[src/rtl/muldiv_unit.sv]
`default_nettype none
// ============================================================================
// Module      : muldiv_unit
// Description : Multi-cycle unsigned multiply/divide unit that owns the
//               architectural HI/LO registers. Handles one bit per cycle
//               (shift-add multiply, restoring divide) on private working
//               registers, so HI/LO keep the previous result until done.
// Ports       : clk, reset          - clock, synchronous active-high reset
//               start, op, opA, opB - request (op 0 = multu, 1 = divu)
//               hi_we, lo_we, wdata - mthi / mtlo writes (idle only)
//               busy, done          - handshake status
//               div_by_zero         - divu had a zero divisor (valid w/ done)
//               hi, lo              - architectural HI / LO registers
// Revision    : 1.0 - initial release
// ============================================================================
module muldiv_unit #(
    parameter int WIDTH = 32
) (
    input  logic             clk,
    input  logic             reset,
    input  logic             start,
    input  logic             op,
    input  logic [WIDTH-1:0] opA,
    input  logic [WIDTH-1:0] opB,
    input  logic             hi_we,
    input  logic             lo_we,
    input  logic [WIDTH-1:0] wdata,
    output logic             busy,
    output logic             done,
    output logic             div_by_zero,
    output logic [WIDTH-1:0] hi,
    output logic [WIDTH-1:0] lo
);

    typedef enum logic [1:0] {
        S_IDLE   = 2'd0,
        S_RUN    = 2'd1,
        S_FINISH = 2'd2
    } state_t;

    localparam logic [5:0] c_last_iter = 6'(WIDTH - 1);

    state_t           r_state;
    state_t           w_state_next;

    // Working registers: r_acc is the upper half of the product or the
    // partial remainder; r_q is the lower half of the product or the quotient.
    logic             r_op;
    logic [WIDTH-1:0] r_operand;
    logic [WIDTH-1:0] r_acc;
    logic [WIDTH-1:0] r_q;
    logic [5:0]       r_count;

    logic [WIDTH-1:0] r_hi;
    logic [WIDTH-1:0] r_lo;
    logic             r_done;
    logic             r_dbz;

    logic             w_start_acc;
    logic [WIDTH:0]   w_mul_sum;
    logic [WIDTH:0]   w_div_shift;
    logic             w_div_ge;
    logic [WIDTH-1:0] w_div_diff;

    assign w_start_acc = start && (r_state == S_IDLE);

    // Multiply step: conditional add into the upper half, carry kept in bit WIDTH.
    assign w_mul_sum   = {1'b0, r_acc} + {1'b0, (r_q[0] ? r_operand : {WIDTH{1'b0}})};

    // Divide step: the shifted remainder can be WIDTH+1 bits wide, but when the
    // trial subtraction succeeds the difference is below the divisor, so a
    // WIDTH-bit subtraction is exact.
    assign w_div_shift = {r_acc, r_q[WIDTH-1]};
    assign w_div_ge    = (w_div_shift >= {1'b0, r_operand});
    assign w_div_diff  = w_div_shift[WIDTH-1:0] - r_operand;

    always_ff @(posedge clk) begin
        if (reset) begin
            r_state <= S_IDLE;
        end else begin
            r_state <= w_state_next;
        end
    end

    always_comb begin
        w_state_next = r_state;
        case (r_state)
            S_IDLE:   if (start) w_state_next = S_RUN;
            S_RUN:    if (r_count == c_last_iter) w_state_next = S_FINISH;
            S_FINISH: w_state_next = S_IDLE;
            default:  w_state_next = S_IDLE;
        endcase
    end

    // Working datapath; no reset needed since every operation reloads it.
    always_ff @(posedge clk) begin
        if (w_start_acc) begin
            r_op      <= op;
            r_operand <= opB;
            r_acc     <= '0;
            r_q       <= opA;
            r_count   <= '0;
        end else if (r_state == S_RUN) begin
            r_count <= r_count + 6'd1;
            if (r_op) begin
                r_acc <= w_div_ge ? w_div_diff : w_div_shift[WIDTH-1:0];
                r_q   <= {r_q[WIDTH-2:0], w_div_ge};
            end else begin
                r_acc <= w_mul_sum[WIDTH:1];
                r_q   <= {w_mul_sum[0], r_q[WIDTH-1:1]};
            end
        end
    end

    // Architectural state. HI/LO writes from mthi/mtlo are only honoured when
    // idle and not simultaneously accepting a new request.
    always_ff @(posedge clk) begin
        if (reset) begin
            r_hi   <= '0;
            r_lo   <= '0;
            r_done <= 1'b0;
            r_dbz  <= 1'b0;
        end else begin
            r_done <= (r_state == S_FINISH);
            if (r_state == S_FINISH) begin
                r_hi  <= r_acc;
                r_lo  <= r_q;
                r_dbz <= r_op && (r_operand == '0);
            end else if (w_start_acc) begin
                r_dbz <= 1'b0;
            end else if (r_state == S_IDLE) begin
                if (hi_we) r_hi <= wdata;
                if (lo_we) r_lo <= wdata;
            end
        end
    end

    assign busy        = (r_state != S_IDLE);
    assign done        = r_done;
    assign div_by_zero = r_dbz;
    assign hi          = r_hi;
    assign lo          = r_lo;

endmodule
`default_nettype wire

[config.mk]
export PLATFORM = sky130hd
export DESIGN_NAME = muldiv_unit
export DESIGN_NICKNAME = d
export VERILOG_FILES = /design/src/rtl/muldiv_unit.sv
export SDC_FILE = /design/constraint.sdc
export NUM_CORES = 1
export LEC_CHECK = 0
export ABC_AREA = 1
export BUFFER_PORTS_ARGS = -buffer_cell sky130_fd_sc_hd__clkbuf_2
export CORE_AREA = 2 2 209 211
export CTS_CLUSTER_DIAMETER = 40
export DETAILED_ROUTE_END_ITERATION = 8
export DIE_AREA = 0 0 211 213
export PLACE_DENSITY = 0.57
export SYNTH_ARGS = -nofsm -noshare
export SYNTH_HDL_FRONTEND = slang
export SYNTH_SLANG_ARGS = --single-unit
[constraint.sdc]
create_clock -name clk -period 4.7 [get_ports clk]
set_clock_uncertainty 0.2 [all_clocks]
set_input_delay 0.94 -clock clk [delete_from_list [all_inputs] [get_ports clk]]
set_output_delay 0.94 -clock clk [all_outputs]
set_load 0.02 [all_outputs]
==> summary.md <==
The tools report the total count of hold-check failures in the final report as 0. The tools report the launch point of the worst path as r_q[0]$_DFFE_PP_. The number of enable flip-flop cells after synthesis is 65, and the synthesized-area fraction occupied by ao, oa, aoi and oai cells is 14.5%.

Along the worst path, the maximum fanout reaches 17. At the worst endpoint, the arrival time is 3.44 ns. The fraction of the yosys area taken by sequential cells is 32.3%, and the initial core utilization is 29.6%. Setup violations remaining at the end of the flow were counted as 0. After legalization and detailed placement, the total HPWL measured 35400 um. The combined area of all synthesized cells was 12600 sq um. Input and output buffers added on the ports amount to 168. At the end of the flow, the number of nets in the layout was 2269.

After Yosys synthesis, and, or, nand and nor cells account for 33.3% of the synthesized area. The number of cells traversed by the worst hold path came out at 2. Global routing used 20.0% of the available tracks.

No sink is reached through more buffers than the 2 on the longest clock path. The placement row count came out at 76. IR analysis of the VDD net gives a maximum drop of 262 uV. The total placed instance area is 14000 sq um, and the leakage power figure is 7.57 nW. CTS placed an instance of sky130_fd_sc_hd__clkbuf_16 at the clock tree root. In the finished design, the share of the clock period the worst path needs comes to 69.9%. At the end of the flow the core is filled with cells to 34.3%. STA classifies the critical path startpoint as a register. Measured against the total synthesized area, the mux share comes to 0%.

The share of total power dissipated in sequential elements is 36.3%. Data on the critical path is required at its endpoint by 4.86 ns. The min-delay analysis places its worst path in the category register to register. The count of cells in the finished layout, fillers not included, comes to 2659. The finished layout cell area was 14600 sq um; the number of antenna violations at the first check in global routing was 0.

The transition time at the pin with the least slew margin is 1.11 ns. The synthesized netlist devotes 1.25% of its cell area to XOR and XNOR gates. The clock tree synthesis step divided the H-tree into 4 levels. The count of instances resized after the clock tree is built was 0; the fraction of synthesized cell area taken by the top area cell type was 19.2%. For the timing-limited maximum frequency, the log shows 304 MHz. The number of post-CTS setup repair buffers is 0. The part of the total power dissipated in combinational logic is 33.6%, and the number of vias in the routed layout is 13100. Across the run, the number of max-cap violations was 0. The minimum setup slack in the final design is 1.41 ns. Once placement completed, the tool counted placed cells totaling 2627. Counting every instance in the synthesized netlist gives 1967. In the final layout, flip-flops and latches occupy 4070 sq um.

In this run, CTS created clock tree buffers numbering 17. Across all hold checks on the routed design, the worst slack comes to 0.301 ns. The number of antenna diodes in the final layout is 0. The post-detailed-route via-to-cell ratio was 4.94; the count of nets left with antenna violations after detail routing was 0.

Arithmetic-cell share of the synthesized area counting full adders, half adders and majority gates: 6.76%. Timing analysis after detailed placement gives a worst setup slack of 1.48 ns. In this run the register-to-register setup slack is 1.41 ns.

The run gives 171 as the number of clock sinks seen by CTS. The average routed wire per standard cell is 17.0 um. The mean post-synth cell area came out at 6.42 sq um. By instance count, the leading cell after synthesis is sky130_fd_sc_hd__nand2_1.

The area growth from synthesis to layout is 15.9%. The internal portion of the total power is 3.19 mW. The capture point of the worst reg-to-reg path is r_acc[31]$_SDFFE_PP0P_.

In this run the count of I/O pins placed on the die edge is 169. The register bit total from synthesis is 171, and the count of final max-slew check failures is 0. The number of iterations in the first detailed-routing pass came out at 8. For this run, the leading register cell type out of synthesis is sky130_fd_sc_hd__dfxtp_1. The tools report the timing endpoint of the critical path as r_acc[31]$_SDFFE_PP0P_.

The first global-routing pass estimated 69200 um of wire. The congestion estimate from routability-driven global placement came to 0.955. Distinct cell type count of the synthesized netlist: 42.

The die is 213 um tall. After synthesis, the cell types taking the most area are sky130_fd_sc_hd__nand2_1, sky130_fd_sc_hd__dfxtp_1, sky130_fd_sc_hd__edfxtp_1. For the accumulated negative setup slack, the log shows 0 ns.

The flow ran to the end, and the final reports show no timing, DRC or antenna violations. The logs give 0 for the count of yosys warnings during synthesis and 30.0% for the relative contribution of the clock network to total power. The worst pin sits at a relative slew slack of 25.5%. The tools report the net count of the mapped netlist as 2136. The number of global-route vias before repair was 12700.

The run gives 0 as the residual overflow from global routing. sky130_fd_sc_hd__nand2_1 takes more of the synthesized area than any other cell. TritonCTS built the clock tree. The clock slew at the register clock pins of the worst setup and hold paths works out to 0.07 ns. After layout, the minimum clock period comes to 3.29 ns.

The multi-input combinational cells in the finished layout cover a total of 7060 sq um. The capturing element type of the critical path is a register. The later pin in the worst-skew pair is clocked with a latency of 0.46 ns.

After synthesis, the largest family of logic cells by area is simple AND/OR/NAND/NOR gates. Buffers inserted to repair hold after CTS numbered 0. Number of fillers in the final layout: 4644. For the worst flop-to-flop path, the logic depth is 16. For this run, design rule violations remaining after detail routing come to 0. Setup repair after global routing left no endpoint under its margin.

The tools report the full die area as 44900 sq um. Entering global routing, the biggest net connects 65 pins. The total area inside the core boundary comes to 42700 sq um. Power density over cell area: 360 nW/um^2. Horizontal extent of the die: 211 um. Overall power consumption after layout is estimated at 5.27 mW. The share of flip-flops with an asynchronous set or reset is 0%. In this run the critical register-to-register path is launched from r_q[0]$_DFFE_PP_. The switching share of power is 39.5%, and the net switching power is 2.08 mW. The critical path is of the register to register type. The first routing iteration left 933 violations. The final layout contains routed wiring with a total length of 45100 um.

By count the netlist is led by sky130_fd_sc_hd__nand2_1, sky130_fd_sc_hd__inv_1, sky130_fd_sc_hd__nor2_1. The post-route netlist has 12.7% of its cells at a drive strength greater than 1.
-- logic make-up after synthesis --
logic type	Yosys count
DFF	171
and+or+nand+nor	990
xor gates and xnor gates	18
buffers and inverters	394
adders and majority gates	67
AOI/OAI and AO/OA	327
-- layout by cell type, fill, tap and decap left out, drive strengths merged --
cell type	netlist	final
nor3b	1	1
xnor2	10	10
nand4	33	33
or2	2	2
nor3	17	17
nand3	92	92
nand2	667	667
edfxtp	65	65
clkinv	2	5
fa	2	2
o21a	2	2
ha	65	65
o21ai	144	144
bufinv	0	3
buf	6	11
nor2	158	158
o211ai	2	2
xor2	8	8
and2	2	2
nand3b	11	11
clkbuf	59	186
a21oi	70	70
dfxtp	106	106
o21bai	13	13
and3	1	1
a31oi	96	96
inv	327	335
nor4	6	6
-- critical path, cell delays in order (launching register included) --
cell	delay, ns
sky130_fd_sc_hd__edfxtp_1	0.71
sky130_fd_sc_hd__nand2_1	0.17
sky130_fd_sc_hd__inv_1	0.05
sky130_fd_sc_hd__ha_1	0.23
sky130_fd_sc_hd__fa_1	0.44
sky130_fd_sc_hd__nand3_1	0.10
sky130_fd_sc_hd__nand3_1	0.24
sky130_fd_sc_hd__nand2_1	0.13
sky130_fd_sc_hd__nand2_1	0.13
sky130_fd_sc_hd__nand2_1	0.14
sky130_fd_sc_hd__nand3_1	0.14
sky130_fd_sc_hd__nand2_1	0.09
sky130_fd_sc_hd__inv_1	0.03
sky130_fd_sc_hd__o21ai_0	0.15
sky130_fd_sc_hd__nand3_1	0.09
sky130_fd_sc_hd__nand2_1	0.09
sky130_fd_sc_hd__inv_1	0.03
-- worst min-delay path by stage --
stage | from | end
5_1_grt | r_count[1]$_SDFFE_PP0P_ | r_count[1]$_SDFFE_PP0P_
2_1_floorplan | r_count[1]$_SDFFE_PP0P_ | r_count[1]$_SDFFE_PP0P_
4_1_cts | r_count[1]$_SDFFE_PP0P_ | r_count[1]$_SDFFE_PP0P_
6_report | r_count[1]$_SDFFE_PP0P_ | r_count[1]$_SDFFE_PP0P_
3_3_place_gp | r_count[1]$_SDFFE_PP0P_ | r_count[1]$_SDFFE_PP0P_
3_5_place_dp | r_count[1]$_SDFFE_PP0P_ | r_count[1]$_SDFFE_PP0P_
-- sequential cells by signal, indices dropped and copies added, names as in the netlist --
name / flops
done: 1
r_count: 6
r_op: 1
r_q: 32
hi: 32
div_by_zero: 1
r_state: 2
lo: 32
r_operand: 32
r_acc: 32
-- power by group through the flow --
stage / Sequential [mW] / Combinational, mW / Clock, mW
global placement: 1.94 / 1.74 / 0
floorplan: 1.90 / 1.23 / 0
CTS: 1.91 / 1.76 / 1.61
finish: 1.91 / 1.77 / 1.58
detailed placement: 1.94 / 1.75 / 0
global route: 1.93 / 2.00 / 1.66
-- metal layers --
layer,GRT usage [%],share of wire (%),vias up
met2,34.0,46,408
met4,8.06,3.0,0
met3,2.28,5.3,58
met1,25.9,45,6049
li1,-,-,6615
met5,0,0,-
-- final cells by class --
type | count | area share [%]
repair buffers | 179 | 6.31
well taps | 546 | 4.67
multi-input cells | 1402 | 48.3
flip-flops and latches | 171 | 27.9
inverters | 329 | 8.44
clock inverters | 14 | 1.35
clock buffers | 18 | 3.08
No activity file was read; power rests on OpenSTA's default activity.
